$ cat src/rtl/hazard_scoreboard_pkg.sv
// Shared widths and constants for the per-hart register scoreboard.
// The hart-id width is sized for the default two-hart core.
package hazard_scoreboard_pkg;
  localparam int XLEN       = 32;
  localparam int REG_ADDR_W = 5;
  localparam int HART_ID_W  = 1;
  localparam int NUM_REGS   = 1 << REG_ADDR_W;

  // Writeback port indices; a lower index has higher forwarding priority.
  localparam int SB_WB_ALU    = 0;
  localparam int SB_WB_MULDIV = 1;
endpackage

$ cat src/rtl/hazard_fwd_mux.sv
// Priority match/select of same-cycle writeback data for one source operand.
// The lowest-numbered matching writeback port supplies the data.
module hazard_fwd_mux
  import hazard_scoreboard_pkg::*;
#(
  parameter int NUM_WB = 2
) (
  input  logic [REG_ADDR_W-1:0]        i_src,
  input  logic                         i_src_used,
  input  logic [HART_ID_W-1:0]         i_hart,
  input  logic [NUM_WB-1:0]            i_wb_valid,
  input  logic [NUM_WB*HART_ID_W-1:0]  i_wb_hart,
  input  logic [NUM_WB*REG_ADDR_W-1:0] i_wb_rd,
  input  logic [NUM_WB*XLEN-1:0]       i_wb_data,
  output logic                         o_fwd,
  output logic [XLEN-1:0]              o_fwd_data
);

  // NOTE: every output gets a default before the loop so no path leaves it unassigned (no latch).
  always_comb begin
    o_fwd      = 1'b0;
    o_fwd_data = '0;
    if (i_src_used && (i_src != '0)) begin
      // Walk from the highest port down so the lowest match is the one that sticks.
      for (int k = NUM_WB - 1; k >= 0; k--) begin
        if (i_wb_valid[k] &&
            (i_wb_hart[k*HART_ID_W +: HART_ID_W] == i_hart) &&
            (i_wb_rd[k*REG_ADDR_W +: REG_ADDR_W] == i_src)) begin
          o_fwd      = 1'b1;
          o_fwd_data = i_wb_data[k*XLEN +: XLEN];
        end
      end
    end
  end

endmodule

$ cat src/rtl/hazard_scoreboard.sv
// Per-hart pending-register scoreboard: stalls dependent issue, forwards
// same-cycle writeback results, counts stall cycles and flags stray clears.
module hazard_scoreboard
  import hazard_scoreboard_pkg::*;
#(
  parameter int NUM_HARTS = 2,
  parameter int NUM_WB    = 2,
  parameter int CNT_W     = 32
) (
  input  logic                         clk,
  input  logic                         rst_n,
  input  logic                         iss_valid,
  input  logic [HART_ID_W-1:0]         iss_hart,
  input  logic [REG_ADDR_W-1:0]        iss_rs1,
  input  logic [REG_ADDR_W-1:0]        iss_rs2,
  input  logic                         iss_rs1_used,
  input  logic                         iss_rs2_used,
  input  logic [REG_ADDR_W-1:0]        iss_rd,
  input  logic                         iss_rd_we,
  input  logic                         iss_long,
  output logic                         iss_stall,
  output logic                         rs1_fwd,
  output logic                         rs2_fwd,
  output logic [XLEN-1:0]              rs1_fwd_data,
  output logic [XLEN-1:0]              rs2_fwd_data,
  input  logic [NUM_WB-1:0]            wb_valid,
  input  logic [NUM_WB-1:0]            wb_clr,
  input  logic [NUM_WB*HART_ID_W-1:0]  wb_hart,
  input  logic [NUM_WB*REG_ADDR_W-1:0] wb_rd,
  input  logic [NUM_WB*XLEN-1:0]       wb_data,
  output logic [NUM_HARTS-1:0]         pending_any,
  output logic [NUM_HARTS*CNT_W-1:0]   stall_cnt,
  output logic                         sb_err
);

  logic [NUM_REGS-1:0]   r_pending   [NUM_HARTS];
  logic [NUM_REGS-1:0]   w_pend_nxt  [NUM_HARTS];
  logic [NUM_HARTS-1:0]  r_pending_any;
  logic [CNT_W-1:0]      r_stall_cnt [NUM_HARTS];
  logic                  r_sb_err;

  logic [HART_ID_W-1:0]  w_wb_hart [NUM_WB];
  logic [REG_ADDR_W-1:0] w_wb_rd   [NUM_WB];
  logic                  w_wb_clr  [NUM_WB];
  logic                  w_rs1_blk, w_rs2_blk, w_rd_cleared, w_waw, w_accept, w_err_set;

  for (genvar k = 0; k < NUM_WB; k++) begin : g_wb_unpack
    assign w_wb_hart[k] = wb_hart[k*HART_ID_W +: HART_ID_W];
    assign w_wb_rd[k]   = wb_rd[k*REG_ADDR_W +: REG_ADDR_W];
    assign w_wb_clr[k]  = wb_valid[k] && wb_clr[k];
  end

  hazard_fwd_mux #(.NUM_WB(NUM_WB)) u_rs1_mux (
    .i_src      (iss_rs1),
    .i_src_used (iss_rs1_used),
    .i_hart     (iss_hart),
    .i_wb_valid (wb_valid),
    .i_wb_hart  (wb_hart),
    .i_wb_rd    (wb_rd),
    .i_wb_data  (wb_data),
    .o_fwd      (rs1_fwd),
    .o_fwd_data (rs1_fwd_data)
  );

  hazard_fwd_mux #(.NUM_WB(NUM_WB)) u_rs2_mux (
    .i_src      (iss_rs2),
    .i_src_used (iss_rs2_used),
    .i_hart     (iss_hart),
    .i_wb_valid (wb_valid),
    .i_wb_hart  (wb_hart),
    .i_wb_rd    (wb_rd),
    .i_wb_data  (wb_data),
    .o_fwd      (rs2_fwd),
    .o_fwd_data (rs2_fwd_data)
  );

  // A pending source is harmless when a writeback port delivers it this cycle.
  always_comb begin
    w_rd_cleared = 1'b0;
    for (int k = 0; k < NUM_WB; k++) begin
      if (w_wb_clr[k] && (w_wb_hart[k] == iss_hart) && (w_wb_rd[k] == iss_rd))
        w_rd_cleared = 1'b1;
    end
    w_rs1_blk = iss_rs1_used && (iss_rs1 != '0) && r_pending[iss_hart][iss_rs1] && !rs1_fwd;
    w_rs2_blk = iss_rs2_used && (iss_rs2 != '0) && r_pending[iss_hart][iss_rs2] && !rs2_fwd;
    w_waw     = iss_rd_we && (iss_rd != '0) && r_pending[iss_hart][iss_rd] && !w_rd_cleared;
    iss_stall = iss_valid && (w_rs1_blk || w_rs2_blk || w_waw);
    w_accept  = iss_valid && !iss_stall;
  end

  // Clears are applied first so a same-cycle set of the same bit wins.
  always_comb begin
    w_pend_nxt = r_pending;
    w_err_set  = 1'b0;
    for (int k = 0; k < NUM_WB; k++) begin
      if (w_wb_clr[k] && (w_wb_rd[k] != '0)) begin
        if (!r_pending[w_wb_hart[k]][w_wb_rd[k]])
          w_err_set = 1'b1;
        w_pend_nxt[w_wb_hart[k]][w_wb_rd[k]] = 1'b0;
      end
    end
    if (w_accept && iss_long && iss_rd_we && (iss_rd != '0))
      w_pend_nxt[iss_hart][iss_rd] = 1'b1;
  end

  // NOTE: the pending array is small flop state that must read empty after reset, so it is reset like any register.
  always_ff @(posedge clk or negedge rst_n) begin
    if (!rst_n) begin
      for (int h = 0; h < NUM_HARTS; h++) begin
        r_pending[h]   <= '0;
        r_stall_cnt[h] <= '0;
      end
      r_pending_any <= '0;
      r_sb_err      <= 1'b0;
    end else begin
      // NOTE: state updates use <= so every flop samples pre-edge values regardless of statement order.
      r_pending <= w_pend_nxt;
      for (int h = 0; h < NUM_HARTS; h++)
        r_pending_any[h] <= |w_pend_nxt[h];
      if (w_err_set)
        r_sb_err <= 1'b1;
      if (iss_stall && (r_stall_cnt[iss_hart] != '1))
        r_stall_cnt[iss_hart] <= r_stall_cnt[iss_hart] + CNT_W'(1);
    end
  end

  for (genvar h = 0; h < NUM_HARTS; h++) begin : g_cnt_flat
    assign stall_cnt[h*CNT_W +: CNT_W] = r_stall_cnt[h];
  end

  assign pending_any = r_pending_any;
  assign sb_err      = r_sb_err;

endmodule

$ cat config.mk
export PLATFORM = sky130hd
export DESIGN_NAME = hazard_scoreboard
export DESIGN_NICKNAME = d
export VERILOG_FILES = /design/src/rtl/hazard_scoreboard_pkg.sv /design/src/rtl/hazard_fwd_mux.sv /design/src/rtl/hazard_scoreboard.sv
export SDC_FILE = /design/constraint.sdc
export NUM_CORES = 1
export LEC_CHECK = 0
export BUFFER_PORTS_ARGS = -buffer_cell sky130_fd_sc_hd__buf_2
export CORE_ASPECT_RATIO = 0.5
export CORE_MARGIN = 2
export CORE_UTILIZATION = 25
export CTS_BUF_LIST = sky130_fd_sc_hd__clkbuf_4
export DETAILED_ROUTE_END_ITERATION = 8
export PLACE_DENSITY = 0.53
export REMOVE_ABC_BUFFERS = 1
export SLEW_MARGIN = 10
export SYNTH_ARGS = -nofsm -noshare
export SYNTH_HDL_FRONTEND = slang
export SYNTH_SLANG_ARGS = --single-unit
$ cat constraint.sdc
create_clock -name clk -period 5.1 [get_ports clk]
set_clock_uncertainty 0.2 [all_clocks]
set_input_delay 0.51 -clock clk [delete_from_list [all_inputs] [get_ports clk]]
set_output_delay 0.51 -clock clk [all_outputs]
set_load 0.05 [all_outputs]
======== After elaboration in Yosys (flattened, before gate mapping) ========
Cells that the tools add are included.
storage, ports and cells
  register bits after elaboration ......... 131
  input port bits ......................... 103
  output and inout port bits .............. 134
operators by class
  $add $sub $neg .......................... 1
  order comparisons ....................... 14
  equality and inequality tests ........... 9
  mux-type cells .......................... 58
  bitwise logic cells ..................... 8
  reductions and logical operators ........ 48
operators by type and width
  cell                   count
  $mux 32                22
  $mux 64                3
  $and 64x64->64         2
  $demux 32 s1           4
  $not 64->64            2
  $bwmux 64              1
  $or 64x64->64          1
  $reduce_or 32->1       2
  $logic_and 1x1->1      35
  $add 32x1->32 const B  1
  $ne 32x32->1 const B   1
  $eq 5x5->1             6
  $lt 5x6->1 const B     5
  $bmux 1 s5             5
  $reduce_bool 5->1      5
  $mux 1                 20
  $demux 1 s5            3
  $ge 5x1->1 const B     3
  $ge 2x2->1 const B     3
  $lt 2x1->1 const B     3
  $not 1->2              3
  $logic_not 1->1        4
  $eq 1x1->1             2
  $logic_or 1x1->1       2

======== Depth between registers and ports, before layout ========
  depth in word-level cells ............... 18
  gate-level depth with buffers ........... 19
  gate-level depth less buffers ........... 11

======== By module ========
Synthesis repeated with hierarchy kept, for this count alone.
unflattened totals
  cells, all modules ...................... 1220
  area, all modules ....................... 11163.2 um2
by module, submodules not included
  module             instances  cells each  area each (um2)  seq. area each (um2)
  hazard_scoreboard  1          946         9771.9           3278.1
  hazard_fwd_mux     2          137         695.7            0.0

======== Least setup slack after synthesis ========
Ideal clock, no wire load.
  path type ............................... input to register
  from .................................... input iss_hart
  to ...................................... register r_stall_cnt (netlist bit stall_cnt[33])
  library setup time ...................... 0.128 ns
  data arrival time ....................... 3.860 ns
  setup slack ............................. 0.913 ns
  cell stages on the path ................. 19
  path buffers ............................ 9
  cells stage by stage .................... buf_6 > buf_12 > buf_12 > buf_12 > clkbuf_8 > clkbuf_8 > clkbuf_8 > clkbuf_1 > mux2_2 > ha_1 > nand3_1 > nor3_1 > o2111a_2 > and4_1 > nand3_1 > nand2_2 > or2_0 > buf_2 > mux2_1
on the way
  word-level cells in the longest chain between the ends .. 12
  elaborated cells on any way between the ends .. 54
  those cells by class .................... add/sub (1); order compare (2); eq/ne (3); mux (23); bitwise (1); reduce/logical (24)
ends and longest elaborated chain
  item                                                                    RTL line                  RTL
  start: declaration                                                      hazard_scoreboard.sv:13   input logic [HART_ID_W-1:0] iss_hart,
  parallel branches: the longest is 12 deep, another holds $add 32x1->32  n/a
  end signal: indexed assignment                                          hazard_scoreboard.sv:123  r_stall_cnt[iss_hart] <= r_stall_cnt[iss_hart] + CNT_W'(1);
  end: declaration                                                        hazard_scoreboard.sv:39   logic [CNT_W-1:0] r_stall_cnt [NUM_HARTS];
Several ways; the timed one is not identified. The select of a mux whose other input is x is not followed.
A chain may end at the register's enable or synchronous reset.

======== Final worst setup path ========
  from .................................... input iss_hart
  to ...................................... output iss_stall
on the way
  word-level cells in the longest chain between the ends .. 11
  elaborated cells on any way between the ends .. 42
  those cells by class .................... eq/ne (2); mux (17); bitwise (1); reduce/logical (22)
ends and longest elaborated chain
  item                                                                             RTL line                                                                RTL
  $not 1->2 (not written as such) or $eq 1x1->1 (tied branches)                    n/a
  $mux 32 (not written as such) or $logic_and 1x1->1 (tied branches) (2 in a row)  n/a
  $mux 32 (not written as such) or $mux 1 (tied branches)                          n/a
  $bmux 1 s5 (tied with other cells)                                               hazard_scoreboard.sv:84                                                 w_rs1_blk = iss_rs1_used && (iss_rs1 != '0) && r_pending[iss_hart][iss_rs1] && !rs1_fwd;
  $mux 1 (on tied branches)                                                        hazard_scoreboard.sv:84, hazard_scoreboard.sv:85, hazard_fwd_mux.sv:23
  $logic_and 1x1->1 (tied with other cells)                                        hazard_scoreboard.sv:84
  $logic_and 1x1->1 (on tied branches)                                             hazard_scoreboard.sv:84, hazard_scoreboard.sv:85
  $logic_or 1x1->1                                                                 hazard_scoreboard.sv:87                                                 iss_stall = iss_valid && (w_rs1_blk || w_rs2_blk || w_waw);
  $logic_or 1x1->1 (*)                                                             hazard_scoreboard.sv:87
  $logic_and 1x1->1 (*)                                                            hazard_scoreboard.sv:87
  end: declaration                                                                 hazard_scoreboard.sv:21                                                 output logic iss_stall,
Mark *: on every way between the ends. The rest lies on a longest branch, timed or not. The select of a mux whose other input is x is not followed.

==> qor.csv <==
stage,metric,value,unit
floorplanning,placementRows,55,
floorplanning,core,44900,sq um
global_route,grtUsageTotal,0.191,
worst_hold_path,worstHoldPathType,in -> reg,
power_and_ir_drop,p_total,2.85,mW
clock_tree,path_clk_slew,0.13,ns
synth,yosysTopAreaCellShare,0.290,
power_and_ir_drop,ir_drop,0.117,mV
route,dr.pass1.iters,8,
synth,ys.flop_type,dfrtp_1,
setup_path,critPathKind,in -> out,
synth,synthTopCellsByArea,"dfrtp_1 (29%), mux4_2 (9.6%), mux2i_1 (8.8%), xor2_1 (5.0%), o221ai_1 (4.9%)",
floorplanning,die_w,305,microns
synth,yosysTopAreaCell,dfrtp_1,
synth,synth_cells,1099,
worst_hold_path,hold_start,wb_clr[1],
sta,fin_crit,4.28,ns
global_route,grt_first_pass_wirelength,68400,microns
sta,worst_slew_pin_slew,0.899,ns
setup_path,slowest_stage,buf_4,
run_status,outcome,"complete, no violations",
route,wirelength,45600,microns
clock_tree,hold_buffers,1,
synth,synth.most_common_cell,dfrtp_1,
synth,synthTopCellsByCount,"dfrtp_1 (131), mux2i_1 (100), nor2_1 (87)",
route,met3_length,4120,microns
sta,finalCritPeriodShare,0.839,
synth,syn_area,11300,sq um
clock_tree,clk-insertion-delay-late,0.56,ns
global_route,grt_pass1_vias,10600,
finish,layout-drive-gt1-share,0.329,
synth,synth.distinct_cells,97,
finish,fillers,4731,
route,drc,0,
sta,rsz0062_at_grt,no,
setup_path,required,4.39,ns
place,dp_hpwl,33000,microns
setup_path,path_buf_inv,4,
sta,slew_violations,0,
setup_path,cp-startpoint,iss_hart,
route,wl_met1,17900,microns
clock_tree,clockBufferDepth,2,
synth,synth_edf_count,0,
place,place_congestion,0.956,
clock_tree,cts_made_buffers,17,
sta,fmax,0.234,GHz
place,placed_cell_area,12800,sq um
global_route,grt_max_degree,91,
place,port_buffers,236,
power_and_ir_drop,cellPowerDensity,217,nW/um^2
setup_path,end_kind,output port,
setup_path,rr_startpoint,r_pending[60]$_DFF_PN0_,
route,via_per_inst,5.62,
finish,final_area,13100,sq um
synth,syn_area_per_cell,10.3,sq um
setup_path,crit_top_cell,buf_4,
power_and_ir_drop,p_leak,5.81,nW
route,wire_per_inst,24.0,microns
clock_tree,htreeDepth,4,
clock_tree,post_cts_buffers,0,
synth,yosys_warnings,0,
route,top_layer,met5,
global_route,antenna_found_initial,3,
route,ant_nets,0,
route,wl_met2,21700,microns
global_route,overflow,0,
floorplanning,initial_core_util,0.252,
setup_path,cp_max_fo,45,
synth,ys_seq_area_frac,0.290,
clock_tree,tritoncts,yes,
route,drt_iter0_markers,1086,
floorplanning,die_y,154,microns
setup_path,cp_top_family,buffers and inverters,
synth,synth_seq_cells,131,
floorplanning,io_pins,237,
setup_path,start_kind,input port,
setup_path,cpPeakStageDelay,0.59,ns
job,cap_violations,0,
clock_tree,ctsRootBufferMaster,clkbuf_4,
finish,areaGrowthSynthToFinish,15.6,%
sta,slew-limit-headroom,0.401,
setup_path,crit_chain,"buf_4, buf_4, mux4_1, nor3_1, a21oi_1, a41oi_2, a211oi_4, o31ai_4, inv_1, buf_2",
sta,finalSetupViolations,0,
finish,finalNetCount,1393,
sta,hold_viol,0,
clock_tree,ctsResizeCount,0,
floorplanning,design.die.area,47100,sq um
clock_tree,cts_num_sinks,131,
route,vias,10700,
setup_path,cp.arrival,3.57,ns
synth,async_flop_share,1.00,
-- final cells by class --
cell class	instances	area [sq um]	share of cell area
Inverter	16	60.1	0.00459
Clock buffer	22	165	0.0126
Clock inverter	10	134	0.0102
Antenna cell	1	2.50	0.000191
Tap cell	598	748	0.0572
Multi-Input combinational cell	862	7320	0.559
Timing Repair Buffer	261	1380	0.105
Sequential cell	131	3280	0.250
-- worst paths after layout --
path / end / slack [ns] / cells after the start
max in group asynchronous: stall_cnt[6]$_DFFE_PN0P_ / 3.25 / 3
worst min register to register: stall_cnt[62]$_DFFE_PN0P_ / 0.30 / 1
min in group asynchronous: r_pending[28]$_DFF_PN0_ / 0.37 / 2
worst max-delay path: iss_stall / 0.82 / 10
worst max register to register: r_pending[13]$_DFF_PN0_ / 1.52 / 8
worst min-delay path: sb_err$_DFFE_PN0P_ / 0.14 / 3
-- metal layers --
metal	global-route usage	up-vias
li1	-	4663
met1	0.228	5236
met2	0.327	649
met3	0.0484	134
met4	0.0797	4
met5	0	-
-- registers in the layout, summed over array words and instances (netlist names) --
name,count
sb_err,1
pending_any,2
stall_cnt,64
r_pending,64
-- per-stage QoR --
step / cells / setup TNS (ns) / hold slack (ns) / setup WS [ns] / utilization
final: 1901 / 0 / 0.138 / 0.822 / 0.291
after CTS: 1900 / 0 / 0.102 / 0.763 / 0.291
after detailed placement: 1867 / 0 / 0.281 / 0.602 / 0.284
after global routing: 1901 / 0 / 0.0706 / 0.616 / 0.291
after global placement: 1867 / 0 / 0.280 / 0.648 / 0.284
after floorplan: 1009 / -86.19 / 0.0144 / -1.44 / -
-- logic make-up (layout without fill, tap and decap cells) --
| group | after synthesis | count (layout) | share of synthesized area |
|---|---|---|---|
| adder cells (fa/ha/maj) | 1 | 1 | 0.00111 |
| other | 0 | 1 | 0 |
| buffers and inverters | 106 | 309 | 0.0657 |
| AO/OA/AOI/OAI | 204 | 204 | 0.135 |
| multiplexers | 199 | 199 | 0.262 |
| XOR/XNOR | 90 | 90 | 0.0703 |
| flip-flops | 131 | 131 | 0.290 |
| AND/OR/NAND/NOR | 368 | 368 | 0.177 |
-- power by group --
group / switching [mW] / internal, mW / leakage [nW]
clock network: 0.421 / 0.364 / 0.164
registers: 0.110 / 1.11 / 1.79
logic: 0.545 / 0.299 / 3.86
-- cell usage in the layout (no fill, tap or decap), types with 14 or more instances in the layout --
master / synthesis / layout
buf_2: 11 / 234
buf_4: 4 / 25
clkbuf_4: 0 / 22
dfrtp_1: 131 / 131
inv_1: 14 / 14
mux2_2: 25 / 25
mux2i_1: 100 / 100
mux4_1: 20 / 20
mux4_2: 48 / 48
nand2_1: 47 / 47
nand3_1: 51 / 51
nand3b_1: 14 / 14
nand4_1: 25 / 25
nor2_1: 87 / 87
nor3_1: 58 / 58
o21ai_0: 58 / 58
o221ai_1: 63 / 63
xnor2_1: 24 / 24
xor2_1: 65 / 65
-- worst register-to-register path: stages, from the launching register on --
cell and delay [ns]:
dfrtp_1 0.49, mux4_2 0.48, a22oi_1 0.34, o31ai_1 0.21
a211oi_2 0.28, o21ai_2 0.17, nor4_4 0.46, or3b_1 0.65
o21ai_2 0.21
Power figures use the tool's default switching activity.
